`src/rtl/alu_pkg.sv`:
```
// alu_pkg: shared types and constants for the add_sub arbiter slice.
`default_nettype none

package alu_pkg;

   typedef enum logic [1:0] {
      ARB_IDLE = 2'd0,
      ARB_EXEC = 2'd1,
      ARB_RESP = 2'd2
   } arb_state_t;

   localparam logic OP_ADD  = 1'b0;
   localparam logic OP_SUB  = 1'b1;
   localparam int   OPCNT_W = 16;

endpackage

`default_nettype wire

```
`src/rtl/add_sub.sv`:
```
// add_sub: combinational signed adder/subtractor, result one bit wider than operands.
`default_nettype none

module add_sub
   import alu_pkg::*;
#(
   parameter int DATAW = 8
) (
   input  logic [DATAW-1:0] a_i,
   input  logic [DATAW-1:0] b_i,
   input  logic             op_i,
   output logic [DATAW:0]   result_o
);

   logic [DATAW:0] a_ext;
   logic [DATAW:0] b_ext;

   assign a_ext    = {a_i[DATAW-1], a_i};
   assign b_ext    = {b_i[DATAW-1], b_i};
   assign result_o = (op_i == OP_SUB) ? (a_ext - b_ext) : (a_ext + b_ext);

endmodule

`default_nettype wire

```
`src/rtl/add_sub_arbiter.sv`:
```
// add_sub_arbiter: round-robin sharing of one add_sub among NREQ requesters.
// Build option: define ADD_SUB_ARB_STATS_EN to enable the saturating o_op_count counter.
`default_nettype none

module add_sub_arbiter
   import alu_pkg::*;
#(
   parameter  int DATAW = 8,
   parameter  int NREQ  = 4,
   localparam int IDW   = $clog2(NREQ)
) (
   input  logic                    i_clk,
   input  logic                    i_rst,
   input  logic [NREQ-1:0]         i_req_valid,
   output logic [NREQ-1:0]         o_req_ready,
   input  logic [NREQ*DATAW-1:0]   i_req_dataa,
   input  logic [NREQ*DATAW-1:0]   i_req_datab,
   input  logic [NREQ-1:0]         i_req_op,
   output logic                    o_rsp_valid,
   input  logic                    i_rsp_ready,
   output logic [DATAW:0]          o_rsp_result,
   output logic [IDW-1:0]          o_rsp_id,
   output logic [OPCNT_W-1:0]      o_op_count
);

   // Scan from last+1 upward; descending loop lets the closest requester win.
   function automatic logic [IDW-1:0] rr_pick(input logic [NREQ-1:0] v,
                                              input logic [IDW-1:0]  last);
      logic [IDW-1:0] w;
      logic [IDW-1:0] k;
      int             idx;
      w = last;
      for (int i = NREQ; i >= 1; i--) begin
         idx = (int'(last) + i) % NREQ;
         k   = IDW'(idx);
         if (v[k]) w = k;
      end
      return w;
   endfunction

   arb_state_t       state_q, state_d;
   logic [IDW-1:0]   last_q, last_d;
   logic [IDW-1:0]   id_q, id_d;
   logic [DATAW-1:0] a_q, a_d;
   logic [DATAW-1:0] b_q, b_d;
   logic             op_q, op_d;
   logic [DATAW:0]   res_q, res_d;
   logic [DATAW:0]   alu_res;
   logic [IDW-1:0]   winner;

   assign winner = rr_pick(i_req_valid, last_q);

   add_sub #(.DATAW(DATAW)) u_add_sub (
      .a_i      (a_q),
      .b_i      (b_q),
      .op_i     (op_q),
      .result_o (alu_res)
   );

   always_comb begin
      state_d     = state_q;
      last_d      = last_q;
      id_d        = id_q;
      a_d         = a_q;
      b_d         = b_q;
      op_d        = op_q;
      res_d       = res_q;
      o_req_ready = '0;
      case (state_q)
         ARB_IDLE: begin
            if (|i_req_valid) begin
               o_req_ready[winner] = 1'b1;
               last_d  = winner;
               id_d    = winner;
               a_d     = i_req_dataa[int'(winner)*DATAW +: DATAW];
               b_d     = i_req_datab[int'(winner)*DATAW +: DATAW];
               op_d    = i_req_op[winner];
               state_d = ARB_EXEC;
            end
         end
         ARB_EXEC: begin
            res_d   = alu_res;
            state_d = ARB_RESP;
         end
         ARB_RESP: begin
            if (i_rsp_ready) state_d = ARB_IDLE;
         end
         default: state_d = ARB_IDLE;
      endcase
   end

   always_ff @(posedge i_clk or posedge i_rst) begin
      if (i_rst) begin
         state_q <= ARB_IDLE;
         last_q  <= IDW'(NREQ - 1);
         id_q    <= '0;
         a_q     <= '0;
         b_q     <= '0;
         op_q    <= OP_ADD;
         res_q   <= '0;
      end else begin
         state_q <= state_d;
         last_q  <= last_d;
         id_q    <= id_d;
         a_q     <= a_d;
         b_q     <= b_d;
         op_q    <= op_d;
         res_q   <= res_d;
      end
   end

   // Valid is decoded from state so reset drops it without waiting for a clock.
   assign o_rsp_valid  = (state_q == ARB_RESP);
   assign o_rsp_result = res_q;
   assign o_rsp_id     = id_q;

`ifdef ADD_SUB_ARB_STATS_EN
   logic [OPCNT_W-1:0] cnt_q;

   always_ff @(posedge i_clk or posedge i_rst) begin
      if (i_rst) begin
         cnt_q <= '0;
      end else if (o_rsp_valid && i_rsp_ready && (cnt_q != {OPCNT_W{1'b1}})) begin
         cnt_q <= cnt_q + OPCNT_W'(1);
      end
   end

   assign o_op_count = cnt_q;
`else
   assign o_op_count = '0;
`endif

endmodule

`default_nettype wire

```
`config.mk`:
```
export PLATFORM = sky130hd
export DESIGN_NAME = add_sub_arbiter
export DESIGN_NICKNAME = d
export VERILOG_FILES = /design/src/rtl/alu_pkg.sv /design/src/rtl/add_sub.sv /design/src/rtl/add_sub_arbiter.sv
export SDC_FILE = /design/constraint.sdc
export NUM_CORES = 1
export LEC_CHECK = 0
export CORE_AREA = 4 4 80 82
export DETAILED_ROUTE_END_ITERATION = 16
export DIE_AREA = 0 0 84 86
export DONT_BUFFER_PORTS = 1
export HOLD_SLACK_MARGIN = 0.15
export PLACE_DENSITY = 0.75
export RECOVER_POWER = 100
export SLEW_MARGIN = 10
export SYNTH_ARGS = -nofsm -noshare
export SYNTH_HDL_FRONTEND = slang
export SYNTH_SLANG_ARGS = --single-unit
export TNS_END_PERCENT = 30
```
`constraint.sdc`:
```
create_clock -name i_clk -period 2.3 [get_ports i_clk]
set_input_delay 0.69 -clock i_clk [delete_from_list [all_inputs] [get_ports i_clk]]
set_output_delay 0.69 -clock i_clk [all_outputs]
set_load 0.03 [all_outputs]
```
==> results of run 1 <==
==> sequential cells by signal (all words and copies together) (netlist names) <==
| name | flops |
|---|---|
| a_q | 8 |
| b_q | 8 |
| last_q | 2 |
| o_rsp_id | 2 |
| o_rsp_result | 9 |
| op_q | 1 |
| state_q | 2 |
==> layout by cell type, fill, tap and decap left out, drive strengths merged, types with 3 or more instances in the layout <==
master / instances
dfrtp: 30
buf: 26
nor2: 26
o21ai: 25
a21oi: 18
a221oi: 18
conb: 16
nand2: 15
inv: 15
and3: 13
a21boi: 12
nor3: 11
clkbuf: 10
ha: 9
xnor2: 7
o22ai: 7
mux2i: 5
nand2b: 5
and2: 5
or2: 5
o21a: 4
nor3b: 4
a22oi: 4
nor2b: 4
a211o: 3
xor2: 3
==> cell families after synthesis <==
family,Yosys count,synth area share (%)
other cells,1,0.136
mux,6,2.22
xor+xnor,10,3.17
simple gates,96,18.3
buf+inv,52,12.3
flops,32,29.1
fa+ha+maj,10,4.80
compound gates,107,30.0
==> per-stage QoR <==
step,area (um^2),setup WS (ns),util (%),instances
2_1_floorplan,2850,-0.121,-,329
3_3_place_gp,2780,0.0234,48.3,384
3_5_place_dp,2780,-0.0767,48.3,384
4_1_cts,2970,-0.0265,51.7,401
5_1_grt,3080,-0.103,53.5,404
6_report,3080,-0.0577,53.5,404
==> power by group through the flow <==
stage	Clock (uW)	Sequential, uW	Combinational [uW]
2_1_floorplan	0	1260	2970
3_3_place_gp	0	1380	3360
3_5_place_dp	0	1390	3440
4_1_cts	411	1350	3690
5_1_grt	444	1410	4500
6_report	405	1370	4040
==> worst max path at each step <==
| stage | to | depth (start not counted) | startpoint |
|---|---|---|---|
| global placement | o_rsp_result[8] | 10 | b_q[0] |
| floorplan | o_req_ready[1] | 6 | i_req_valid[3] |
| finish | o_req_ready[3] | 5 | last_q[1] |
| global route | o_rsp_result[5] | 10 | b_q[1] |
| detailed placement | o_rsp_result[8] | 10 | b_q[0] |
| CTS | o_req_ready[1] | 4 | last_q[1] |
==> area by class of cell <==
type | instances | area (um^2)
Fill cell | 538 | 2670
Multi-Input combinational cell | 245 | 1820
Sequential cell | 32 | 805
Timing Repair Buffer | 30 | 220
Tap cell | 75 | 93.8
Clock buffer | 6 | 72.6
Inverter | 15 | 61.3
Clock inverter | 1 | 5.00
==> cells in the mapped netlist, types with 3 or more instances <==
cell      number
dfrtp_1       30
nor2_1        25
o21ai_0       19
a21oi_1       18
buf_4         18
nand2_1       15
inv_1         14
and3_1        13
a21boi_0      12
nor3_1        10
a221oi_1       9
a221oi_2       9
ha_1           9
buf_6          7
o22ai_1        7
xnor2_1        7
and2_1         5
buf_2          5
mux2i_1        5
nand2b_1       5
o21ai_1        5
clkbuf_1       4
nor2b_1        4
o21a_1         4
a211o_1        3
a22oi_1        3
nor3b_1        3
or2_2          3
xor2_1         3
==> routing by layer <==
| layer | global-route usage (%) | wire (um) | vias up |
|---|---|---|---|
| met4 | 5.41 | 87 | 0 |
| met1 | 24.4 | 2980 | 1119 |
| met3 | 4.71 | 464 | 9 |
| met2 | 33.7 | 3450 | 78 |
| li1 | - | - | 1145 |
| met5 | 0 | 0 | - |
==> timing repair <==
item                                    CTS  global route
hold endpoints to repair                  0             0
cloned                                    0             0
endpoints found under the setup margin    5            11
hold buffers                              0             0
resized for setup                        12            23
pin swaps                                 9            15
setup buffers                            10             3
==> impl_metrics.yaml, run 1 <==
timing:
  period_share_pct: 103
  holdWs_ns: 0.514
  finalHoldViolCount: 0
  rsz0062_at_grt: "true"
  fin_crit_ns: 2.36
  setup_ws_ns: -0.0577
  fin_worst_skew_ns: 0.00596
  finalMaxSlewViolations: 0
  fin_setup_tns_ns: -0.107
  finalSetupViolCount: 3
  fmax_ghz: 0.424
  maxSlewHeadroom_pct: 47.1
  worst_slew_pin_slew_ns: 0.793
floorplan:
  coreArea_mm2: 0.00575
  dieArea_mm2: 0.00722
  die-height_um: 86
  rows: 28
  die_w_um: 84
  start_util_pct: 48.1
  ios: 107
global_route:
  antenna_found_initial: 0
  grt_pass1_wl_mm: 11.3
  grt_pass1_vias: 2290
  grt_overflow: 0
  grt_max_degree: 33
  track_usage_pct: 19.5
pwr:
  intPower_uw: 2970
  vdd_ir_drop_max_mv: 0.889
  swShare_pct: 48.9
  p_comb_share_pct: 69.5
  totalPowerFinal_uw: 5820
  leakage_uw: 0.00133
  seq_power_share_pct: 23.6
  clockPowerShare_pct: 7.0
  p_switching_uw: 2840
  power.density_mw_per_mm2: 1890
setup_path:
  crit_buf_inv: 2
  reg2reg_from: "b_q[1]"
  crit_slowest_cell: "dfstp_2"
  worstPathArrival_ns: 1.67
  rr_worst_depth: 10
  crit_family: "flip-flops"
  path_class: "reg -> out"
  required_ns: 1.61
  startpoint_type: "flip-flop"
  end_kind: "primary output"
  path_max_fanout: 6
  rrSetupSlack_ns: 0
  cpPeakStageDelay_ns: 0.60
  crit_chain: "buf_6, buf_4, nand2_4, o22ai_2, and2_4"
  r2r-end: "o_rsp_result[5]"
run_status:
  violations: "negative setup slack"
  status: "finished with violations"
cells_and_area:
  antenna_cells: 0
  drive_above_1_share_pct: 25.8
  layout.nets: 414
  area_growth_pct: 11.4
min_path:
  worstHoldPathCells: 1
  min_to: "state_q[1]"
  hold_path_class: "in -> reg"
  worstHoldStart: "i_rsp_ready"
clock_tree:
  clkTransAtPathRegs_ns: 0.07
  clk_latency_ns: 0.28
  clock-sinks: 32
  ctsHtreeMaxLevel: 2
  cts_root_buf: "clkbuf_8"
  numCtsBuffers: 5
  cts_tree: "built"
  ctsLongestPathBuffers: 2
detailed_routing:
  via_count: 2351
  drt_iter0_drc: 115
  postRouteAntennaNets: 0
  first_pass_iters: 4
  wirelength_mm: 6.98
  wl_per_cell_um: 17.3
  drcViolationCount: 0
  drt-vias-per-instance: 5.82
synth:
  async_flop_share_pct: 100
  synth_top_area_share_pct: 27.2
  synthTopCellsByArea: "dfrtp_1 (27%), a221oi_2 (4.9%), buf_4 (4.9%)"
  synth-seq-cells: 32
  synth_warnings: 0
  yosys.area.top_type: "dfrtp_1"
  syn_inst: 314
  synth_seq_area_share_pct: 29.1
  synth_area_per_cell_um2: 8.80
  synth_flop_cell: "dfrtp_1"
  synth_edf_count: 0
  synthesis.area_mm2: 0.00276
  synth_cell_types: 62
placement:
  port_buffers: 0
  gp_congestion: 0.847
  dp_hpwl_mm: 5.18
run:
  maxCapViolCount: 0
Note: power is estimated with default switching activity, not from simulation.
==> run 2, diff against run 1 <==
--- a/config.mk
+++ b/config.mk
@@ -6,11 +6,12 @@
 export NUM_CORES = 1
 export LEC_CHECK = 0
 export CORE_AREA = 4 4 80 82
+export CTS_BUF_LIST = sky130_fd_sc_hd__clkbuf_4 sky130_fd_sc_hd__clkbuf_8
 export DETAILED_ROUTE_END_ITERATION = 16
 export DIE_AREA = 0 0 84 86
 export DONT_BUFFER_PORTS = 1
 export HOLD_SLACK_MARGIN = 0.15
-export PLACE_DENSITY = 0.75
+export PLACE_DENSITY_LB_ADDON = 0.12
 export RECOVER_POWER = 100
 export SLEW_MARGIN = 10
 export SYNTH_ARGS = -nofsm -noshare
==> run 2 against run 1 <==
  * The run still ends with negative setup slack left
  * Clock skew grew 0.00091 ns
  * First-iteration DRC count decreased by 27%
  * Maximum frequency up 1.1%
  * Die area is the same
  * Utilization decreased by 2.2 points
  * Sequential cell count unchanged
  * Design area down 4.1%
  * Worst setup slack gained 0.025 ns
  * Via count decreased by 3.9%
  * Highest routed layer unchanged
==> impl_metrics.yaml, run 2 (synthesis gave the netlist of run 1 again) <==
timing:
  fin_worst_skew_ns: 0.00687
  setup_ws_ns: -0.0324
  worst_slew_pin_slew_ns: 0.800
  rsz0062_at_grt: "true"
  holdWs_ns: 0.508
  maxSlewHeadroom_pct: 46.6
  period_share_pct: 101
  finalSetupViolCount: 2
  fin_crit_ns: 2.33
  fmax_ghz: 0.429
  finalHoldViolCount: 0
  finalMaxSlewViolations: 0
cells_and_area:
  final_common_cell: "dfrtp_1"
  stdcell_area_mm2: 0.00295
  antenna_cells: 0
  seq_area_um2: 805
  final_util_pct: 51.3
  area_growth_pct: 6.75
  largest_reg_flops: 9
  drive_above_1_share_pct: 19.9
  final_cell_mix: "dfrtp_1 (29), nor2_1 (25), buf_4 (24), o21ai_0 (23), a21oi_1 (18)"
  multi_input_area_mm2: 0.00170
  fillers: 561
  layout.nets: 410
run_status:
  violations: "negative setup slack"
  status: "finished with violations"
min_path:
  worstHoldStart: "i_rsp_ready"
  worstHoldPathCells: 1
  min_to: "state_q[1]"
  hold_path_class: "in -> reg"
detailed_routing:
  drcViolationCount: 0
  drt-vias-per-instance: 5.63
  drt_iter0_drc: 84
  wl_per_cell_um: 16.4
  first_pass_iters: 5
  postRouteAntennaNets: 0
  wirelength_mm: 6.56
  via_count: 2259
setup_path:
  path_class: "reg -> out"
  r2r-end: "o_rsp_result[8]"
  end_kind: "primary output"
  worstPathArrival_ns: 1.64
  reg2reg_from: "b_q[0]"
  rrSetupSlack_ns: 0.04
  rr_worst_depth: 9
  startpoint_type: "flip-flop"
  path_max_fanout: 6
  required_ns: 1.61
clock_tree:
  hold_buffers: 0
  clkTransAtPathRegs_ns: 0.06
  cts_root_buf: "clkbuf_8"
  numCtsBuffers: 5
  cts_tree: "built"
  ctsHtreeMaxLevel: 2
  clk_latency_ns: 0.29
  clock-sinks: 32
  ctsLongestPathBuffers: 2
pwr:
  vdd_ir_drop_max_mv: 0.661
  leakage_uw: 0.00130
  seq_power_share_pct: 24.6
  swShare_pct: 48.4
  intPower_uw: 2830
  p_comb_share_pct: 67.3
  clockPowerShare_pct: 8.2
  p_switching_uw: 2650
  power.density_mw_per_mm2: 1860
  totalPowerFinal_uw: 5480
global_route:
  grt_pass1_wl_mm: 10.7
  track_usage_pct: 18.6
  antenna_found_initial: 0
  grt_pass1_vias: 2193
  grt_max_degree: 33
  grt_overflow: 0
floorplan:
  die_w_um: 84
  dieArea_mm2: 0.00722
  rows: 28
  start_util_pct: 48.1
  die-height_um: 86
  ios: 107
  coreArea_mm2: 0.00575
placement:
  dp_hpwl_mm: 5.21
  port_buffers: 0
  gp_congestion: 0.791
  placed_area_mm2: 0.00280
  pre_cts_ws_ns: -0.0730
run:
  maxCapViolCount: 0
## run 2: changes by cell type in the layout (fill, tap and decap cells not counted), moves of 2 or more
cell / delta
clkbuf_1: -2
ha_1: +3
ha_4: -2
inv_1: +2
inv_2: -2
nand2_1: +2
nor2b_1: +2
nor3_1: +2
nor3_2: -2
o21ai_0: +3
o21ai_1: -3
## run 2: area by class of cell
class	count	share of cell area (%)
flip-flops and latches	32	27.3
multi-input cells	245	57.8
clock inverters	2	0.339
clock buffers	6	2.80
inverters	15	2.08
repair buffers	26	6.53
well taps	75	3.18
## run 2: metrics by stage
stage,cells,setup TNS (ns)
finish,401,-0.0406
global route,401,-0.384
CTS,400,-0.0613
floorplan,329,-0.469
detailed placement,387,-0.0730
global placement,387,-0.00199
## run 2: worst max-delay path by stage
stage	start	to	cells after the start
2_1_floorplan	i_req_valid[3]	o_req_ready[1]	6
3_3_place_gp	b_q[0]	o_rsp_result[8]	10
3_5_place_dp	b_q[0]	o_rsp_result[8]	10
4_1_cts	last_q[1]	o_req_ready[0]	5
5_1_grt	last_q[1]	o_req_ready[1]	4
6_report	last_q[1]	o_req_ready[1]	4
## run 2: critical path, cell delays in order (launching register included)
cell and delay, ns:
dfstp_2 0.59, nand2_1 0.07, nor3b_2 0.17, o32ai_4 0.27
and2_4 0.25
## run 2: power by group through the flow
stage	Combinational (uW)	Clock [uW]	Sequential (uW)
after floorplan	2970	0	1260
after global placement	3490	0	1370
after detailed placement	3550	0	1380
after CTS	3670	463	1340
after global routing	4160	493	1390
final	3680	449	1340
## run 2: routing by layer
layer / part of all wire [%] / global-route usage (%)
met5: 0 / 0
met4: 1.9 / 6.29
met3: 6.6 / 5.57
met2: 49 / 30.9
met1: 43 / 23.1
## run 2: repair_timing
item	in CTS	in global routing
setup buffers	5	1
hold endpoints to repair	0	0
gates resized for setup	2	5
setup endpoints to repair	4	9
pin swaps	4	3
